## config.mk

```make
export PLATFORM = sky130hd
export DESIGN_NAME = rx_buf_writer
export DESIGN_NICKNAME = d
export VERILOG_FILES = /design/src/rtl/rx_buf_writer_pkg.sv /design/src/rtl/rx_stat_fifo.sv /design/src/rtl/rx_buf_writer.sv
export SDC_FILE = /design/constraint.sdc
export NUM_CORES = 1
export LEC_CHECK = 0
export ABC_AREA = 1
export CAP_MARGIN = 20
export CORE_MARGIN = 2
export CORE_UTILIZATION = 48
export CTS_CLUSTER_DIAMETER = 50
export DETAILED_ROUTE_END_ITERATION = 10
export PLACE_DENSITY = 0.75
export SYNTH_ARGS = -nofsm -noshare
export SYNTH_HDL_FRONTEND = slang
export SYNTH_SLANG_ARGS = --single-unit
```

## constraint.sdc

```tcl
create_clock -name clk_int -period 2.3 [get_ports clk_int]
set_clock_uncertainty 0.15 [all_clocks]
set_input_delay 0.575 -clock clk_int [delete_from_list [all_inputs] [get_ports clk_int]]
set_output_delay 0.575 -clock clk_int [all_outputs]
set_load 0.03 [all_outputs]
```

## src/rtl/rx_buf_writer_pkg.sv

```systemverilog
// Shared types and sizing for the receive-buffer writer and its status queue.
package rx_buf_writer_pkg;

    localparam int NUM_SLOTS = 2;
    localparam int BUF_AW    = 11;
    localparam int SLOT_AW   = 10;
    localparam int LEN_W     = 11;

    typedef enum logic [1:0] {
        ST_IDLE = 2'd0,
        ST_RECV = 2'd1,
        ST_DROP = 2'd2
    } rx_state_t;

    typedef struct packed {
        logic             slot;
        logic [LEN_W-1:0] len;
    } stat_entry_t;

endpackage

```

## src/rtl/rx_stat_fifo.sv

```systemverilog
// Two-entry FIFO of completed-frame descriptors {slot, len}.
// A push while full is only taken if a pop happens in the same cycle.
module rx_stat_fifo
    import rx_buf_writer_pkg::*;
(
    input  logic           clk_int,
    input  logic           rst_int,
    input  logic           push,
    input  logic [LEN_W:0] push_data,
    input  logic           pop,
    output logic [LEN_W:0] head,
    output logic           empty,
    output logic           full
);

    stat_entry_t mem [2];
    logic        rd_ptr;
    logic        wr_ptr;
    logic [1:0]  count;
    logic        do_push;
    logic        do_pop;

    assign empty   = (count == 2'd0);
    assign full    = (count == 2'd2);
    assign do_pop  = pop && !empty;
    assign do_push = push && (!full || do_pop);
    assign head    = mem[rd_ptr];

    // Storage, pointers and occupancy; simultaneous push and pop keep count.
    always_ff @(posedge clk_int) begin
        if (rst_int) begin
            mem[0] <= '0;
            mem[1] <= '0;
            rd_ptr <= 1'b0;
            wr_ptr <= 1'b0;
            count  <= 2'd0;
        end else begin
            if (do_push) begin
                mem[wr_ptr] <= push_data;
                wr_ptr      <= ~wr_ptr;
            end
            if (do_pop) begin
                rd_ptr <= ~rd_ptr;
            end
            case ({do_push, do_pop})
                2'b10:   count <= count + 2'd1;
                2'b01:   count <= count - 2'd1;
                default: count <= count;
            endcase
        end
    end

endmodule

```

## src/rtl/rx_buf_writer.sv

```systemverilog
// Writes received frames into a two-slot 2048x16 buffer and queues completed
// frames for the consumer.
//
// state   | meaning
// IDLE    | waiting for the first byte of a frame
// RECV    | writing bytes of an accepted frame into the claimed slot
// DROP    | discarding the rest of a frame until its last byte
module rx_buf_writer
    import rx_buf_writer_pkg::*;
#(
    parameter int MAX_LEN = 1536,
    parameter int MIN_LEN = 60
) (
    input  logic              clk_int,
    input  logic              rst_int,
    input  logic              rx_valid,
    input  logic [7:0]        rx_data,
    input  logic              rx_last,
    input  logic              rx_err,
    output logic              buf_ena,
    output logic [1:0]        buf_wea,
    output logic [BUF_AW-1:0] buf_addra,
    output logic [15:0]       buf_dina,
    output logic              frm_avail,
    output logic              frm_slot,
    output logic [LEN_W-1:0]  frm_len,
    input  logic              frm_ack,
    output logic [15:0]       drop_cnt
);

    rx_state_t              state;
    logic                   cur_slot;
    logic [11:0]            byte_cnt;
    logic [NUM_SLOTS-1:0]   slot_busy;
    logic [NUM_SLOTS-1:0]   slot_set;
    logic [NUM_SLOTS-1:0]   slot_clr;

    logic                   in_idle;
    logic                   in_recv;
    logic                   free_avail;
    logic                   free_slot;
    logic                   over;
    logic                   wr_en;
    logic                   wr_slot;
    logic [10:0]            wr_idx;
    logic [11:0]            close_len;
    logic                   close_bad;
    logic                   push;
    logic                   pop;
    logic                   drop_inc;
    logic                   fifo_empty;
    logic                   fifo_full;
    logic [LEN_W:0]         head_raw;
    stat_entry_t            head;
    stat_entry_t            push_entry;

    assign in_idle    = (state == ST_IDLE);
    assign in_recv    = (state == ST_RECV);
    assign free_avail = ~(slot_busy[0] & slot_busy[1]);
    assign free_slot  = slot_busy[0];

    // A beat arriving when the frame already holds MAX_LEN bytes overflows.
    assign over      = rx_valid && in_recv && (byte_cnt == 12'(MAX_LEN));
    assign wr_en     = rx_valid && ((in_idle && free_avail) || (in_recv && !over));
    assign wr_slot   = in_idle ? free_slot : cur_slot;
    assign wr_idx    = in_idle ? 11'd0 : byte_cnt[10:0];
    assign close_len = in_idle ? 12'd1 : byte_cnt + 12'd1;
    assign close_bad = wr_en && rx_last && (rx_err || (close_len < 12'(MIN_LEN)));
    assign push      = wr_en && rx_last && !close_bad;
    assign pop       = frm_ack && !fifo_empty;
    assign drop_inc  = (rx_valid && in_idle && !free_avail) || over || close_bad;

    assign push_entry = '{slot: wr_slot, len: close_len[LEN_W-1:0]};
    assign head       = head_raw;
    assign frm_avail  = !fifo_empty;
    assign frm_slot   = head.slot;
    assign frm_len    = head.len;

    // Slot claim/release events for this cycle; a freed slot becomes claimable next cycle.
    always_comb begin
        slot_set = '0;
        slot_clr = '0;
        if (rx_valid && in_idle && free_avail) slot_set[free_slot] = 1'b1;
        if (close_bad)                          slot_clr[wr_slot]   = 1'b1;
        if (over)                               slot_clr[cur_slot]  = 1'b1;
        if (pop)                                slot_clr[head.slot] = 1'b1;
    end

    rx_stat_fifo u_stat_fifo (
        .clk_int   (clk_int),
        .rst_int   (rst_int),
        .push      (push),
        .push_data (push_entry),
        .pop       (pop),
        .head      (head_raw),
        .empty     (fifo_empty),
        .full      (fifo_full)
    );

    // Frame FSM, slot ownership, drop counter and registered buffer write port.
    always_ff @(posedge clk_int) begin
        if (rst_int) begin
            state     <= ST_IDLE;
            cur_slot  <= 1'b0;
            byte_cnt  <= '0;
            slot_busy <= '0;
            drop_cnt  <= '0;
            buf_ena   <= 1'b0;
            buf_wea   <= 2'b00;
            buf_addra <= '0;
            buf_dina  <= '0;
        end else begin
            buf_ena   <= 1'b0;
            buf_wea   <= 2'b00;
            slot_busy <= (slot_busy | slot_set) & ~slot_clr;

            if (drop_inc && (drop_cnt != 16'hFFFF)) begin
                drop_cnt <= drop_cnt + 16'd1;
            end

            if (wr_en) begin
                buf_ena   <= 1'b1;
                buf_wea   <= wr_idx[0] ? 2'b10 : 2'b01;
                buf_addra <= {wr_slot, wr_idx[10:1]};
                buf_dina  <= {rx_data, rx_data};
            end

            case (state)
                ST_IDLE: begin
                    if (rx_valid) begin
                        if (free_avail) begin
                            cur_slot <= free_slot;
                            byte_cnt <= 12'd1;
                            state    <= rx_last ? ST_IDLE : ST_RECV;
                        end else begin
                            state    <= rx_last ? ST_IDLE : ST_DROP;
                        end
                    end
                end
                ST_RECV: begin
                    if (rx_valid) begin
                        if (over) begin
                            state <= rx_last ? ST_IDLE : ST_DROP;
                        end else begin
                            byte_cnt <= byte_cnt + 12'd1;
                            if (rx_last) state <= ST_IDLE;
                        end
                    end
                end
                ST_DROP: begin
                    if (rx_valid && rx_last) state <= ST_IDLE;
                end
                default: state <= ST_IDLE;
            endcase
        end
    end

endmodule

```

==> impl_results.md <==
- Distinct cell type count after synthesis: 40
- IO Count: 73
- Hold path startpoint: u_stat_fifo.rd_ptr
- Initial core utilization: 0.493
- Final hold violations: 0
- FF-to-FF Start: byte_cnt[0]
- Pre-CTS setup slack: -0.450 ns
- CTS Buf Count: 9
- Max stage delay cell, worst path: dfxtp_4
- Initial DRC Count: 199
- Slew Limit Fails: 0
- Fill cell count: 687
- CTS tree: yes
- DRC viols: 0
- Failing checks: negative setup slack
- DR pass1 iterations: 6
- Cell Rows: 34
- Final core utilization: 0.688
- Normalized max-slew margin: 0.625
- Number of global-route vias before repair: 3,863
- Initial antenna violation count: 0
- Vias per cell: 5.34
- PnR worst setup slack: -0.0825 ns
- YS warnings: 0
- Top delay family on crit path: simple AND/OR/NAND/NOR gates
- Latest clock arrival within the worst-skew pair: 0.37 ns
- Crit path buf inv count: 1
- Layout cells sized above 1: 0.338
- Die width: 98.4 um
- Fmax: 0.420 GHz
- Flops & latches, synth: 84
- Cells after Synth: 501
- Ant diodes: 0
- Final Power: 3.51 mW
- CP Max Fanout: 12
- Max-Cap Viols: 0
- RePlAce Congestion: 0.864
- WL/cell: 14.9 um
- CP most frequent cell: nand2_1
- Pwr per Cell Area: 588 nW/um^2
- Finished Cell Area: 5970 um^2
- Mapped Area: 4280 um^2
- Setup TNS: -2.53 ns
- Overall global routing resource usage: 0.226
- Post-synthesis sequential area ratio: 0.449
- DR vias: 3,895
- WS Path Type: register to register
- Crit path largest cell delay: 0.41 ns
- Nets: 635
- Min-delay worst type: register to register
- Hold_ws: 0.310 ns
- Area of the core: 8680 um^2
- Area Growth Syn to Fin: 39.5%
- Tightest Pin Transition: 0.562 ns
- Synthesized Nets: 519
- Post-DP Area: 5420 um^2
- H-tree depth: 3
- Reg clk slew, reported paths: 0.08 ns
- Grt ovf: 0
- Worst vdd rail ir drop: 0.338 mV
- Data required, critical path: 2.23 ns
- Final setup vio count: 58
- Placed cell count: 706
- Wire length of the first global-routing pass: 18.1 mm
- Synthesized area per cell: 8.54 um^2
- CP cell instances: ha_4, inv_1, nand2_1, nand2_1, nor2_2, nand2_1, nor2_1, nand2_1, nand2_2, nor2_4, nand2_2, nand4_4, nor2_1, nand2_2, nand2_8
- Finished Layout Cells: 730
- Final period util: 1.04
- RSZ-0062 raised after global routing: true
- Worst Setup SP: byte_cnt[0]
- Largest net degree at the start of global routing: 26
- ANT nets after route: 0
- DRT Wirelength: 10.9 mm
- # port buffers: 72
- Clock sink count: 84
- Arr. time, crit path: 2.31 ns
- CP endpoint kind: register
- Status: complete, but fails checks
- Clk buf depth: 2
- Post-DP HPWL: 7.44 mm
- Die Y: 98.4 um
- Die area: 9690 um^2
- Leak: 2.28 nW
- Final min period: 2.38 ns
- Root Buffer: clkbuf_8
- Critical path startpoint category: register
- Number of hold-repair buffers added at the cts stage: 0
## synthesized netlist by cell type, drive strengths merged
library cell,number,area (um^2)
a2111oi,1,8.76
a211oi,9,67.6
a21oi,43,253
a31oi,8,50.1
buf,20,165
clkbuf,10,37.5
dfxtp,60,1200
edfxtp,24,721
ha,4,50.1
inv,43,161
mux2,12,135
nand2,102,463
nand3,48,313
nand3b,2,15.0
nand4,9,62.6
nor2,64,278
nor3,6,35.0
o21a,1,7.51
o21ai,10,50.1
o21bai,1,11.3
o221ai,1,8.76
o31ai,10,75.1
or2,1,6.26
xnor2,6,52.6
xor2,6,52.6
## layout by cell type (no fill, tap or decap), types with 3 or more instances in the layout
cell             Yosys  layout
a211oi_1             9       9
a21oi_1             33      32
a21oi_2             10      11
a31oi_1              8       8
buf_12               2       4
buf_4               10      51
buf_6                2       5
bufinv_16            0       3
clkbuf_2             0      10
clkbuf_8             0       9
clkdlybuf4s50_1      0      55
dfxtp_1             60      54
dfxtp_2              0       4
dlymetal6s2s_1       0       4
edfxtp_1            24      24
ha_4                 0       3
inv_1               41      38
inv_2                2       4
inv_6                0       3
mux2_2              12      12
nand2_1             83      71
nand2_2             16      24
nand2_4              1       5
nand2_8              2       4
nand3_1             35      30
nand3_2             12      17
nand4_1              8       8
nor2_1              55      38
nor2_2               6      12
nor2_4               3      14
nor3_1               5       5
o21ai_0             10       6
o31ai_1             10       9
xnor2_1              6       6
xor2_1               6       6
## sequential cells by signal, summed over array words and instances, names as in the netlist, named ones only
signal	count
u_stat_fifo.mem	24
drop_cnt	16
byte_cnt	12
buf_addra	11
buf_dina	8
buf_wea	2
slot_busy	2
state	2
u_stat_fifo.count	2
buf_ena	1
cur_slot	1
u_stat_fifo.rd_ptr	1
u_stat_fifo.wr_ptr	1
## report_power, final
| part | switching [mW] | internal (mW) |
|---|---|---|
| clock | 0.569 | 0.731 |
| combinational | 0.352 | 0.236 |
| sequential | 0.0468 | 1.57 |
## metal layers
layer  vias to the layer above  track usage  part of all wire
li1                       1912            -                 -
met1                      1833        0.297              0.44
met2                       134        0.379              0.50
met3                        16       0.0454             0.053
met4                         0       0.0685             0.013
met5                         -            0                 0
## timing repair
action | CTS | global route
buffers inserted | 1 | 4
pin swaps | 6 | 18
setup endpoints to repair | 88 | 108
cloned | 2 | 1
gates resized for setup | 32 | 85
## layout make-up
class                           instances  area [um^2]  share of cell area
Multi-Input combinational cell        346         2270               0.380
Sequential cell                        84         1930               0.324
Timing Repair Buffer                  133         1220               0.204
Inverter                               43          165              0.0277
Tap cell                              108          135              0.0226
Clock buffer                            9          124              0.0208
Clock inverter                          7          121              0.0203
## worst paths after layout
path / end / slack [ns] / depth (start not counted)
setup / recovery: u_stat_fifo.mem[0][11] / -0.08 / 15
hold / removal: u_stat_fifo.rd_ptr / 0.31 / 1
setup reg to reg: u_stat_fifo.mem[0][11] / -0.08 / 15
hold reg to reg: u_stat_fifo.rd_ptr / 0.31 / 1
## worst reg2reg max path, cell delays in order, from the launching register on
cell and delay, ns:
dfxtp_4 0.41, ha_4 0.18, inv_1 0.06, nand2_1 0.10
nand2_1 0.07, nor2_2 0.14, nand2_1 0.07, nor2_1 0.10
nand2_1 0.08, nand2_2 0.09, nor2_4 0.04, nand2_2 0.08
nand4_4 0.12, nor2_1 0.14, nand2_2 0.13, nand2_8 0.14
## cells by family (layout without fill, tap and decap cells)
kind of cell,Yosys count,count (layout),synth area share
simple gates,232,234,0.274
compound gates,84,84,0.124
flops,84,84,0.449
buf+inv,73,192,0.0851
xor+xnor,12,12,0.0246
mux,12,12,0.0316
fa+ha+maj,4,4,0.0117
No activity file was read; power rests on OpenSTA's default activity.
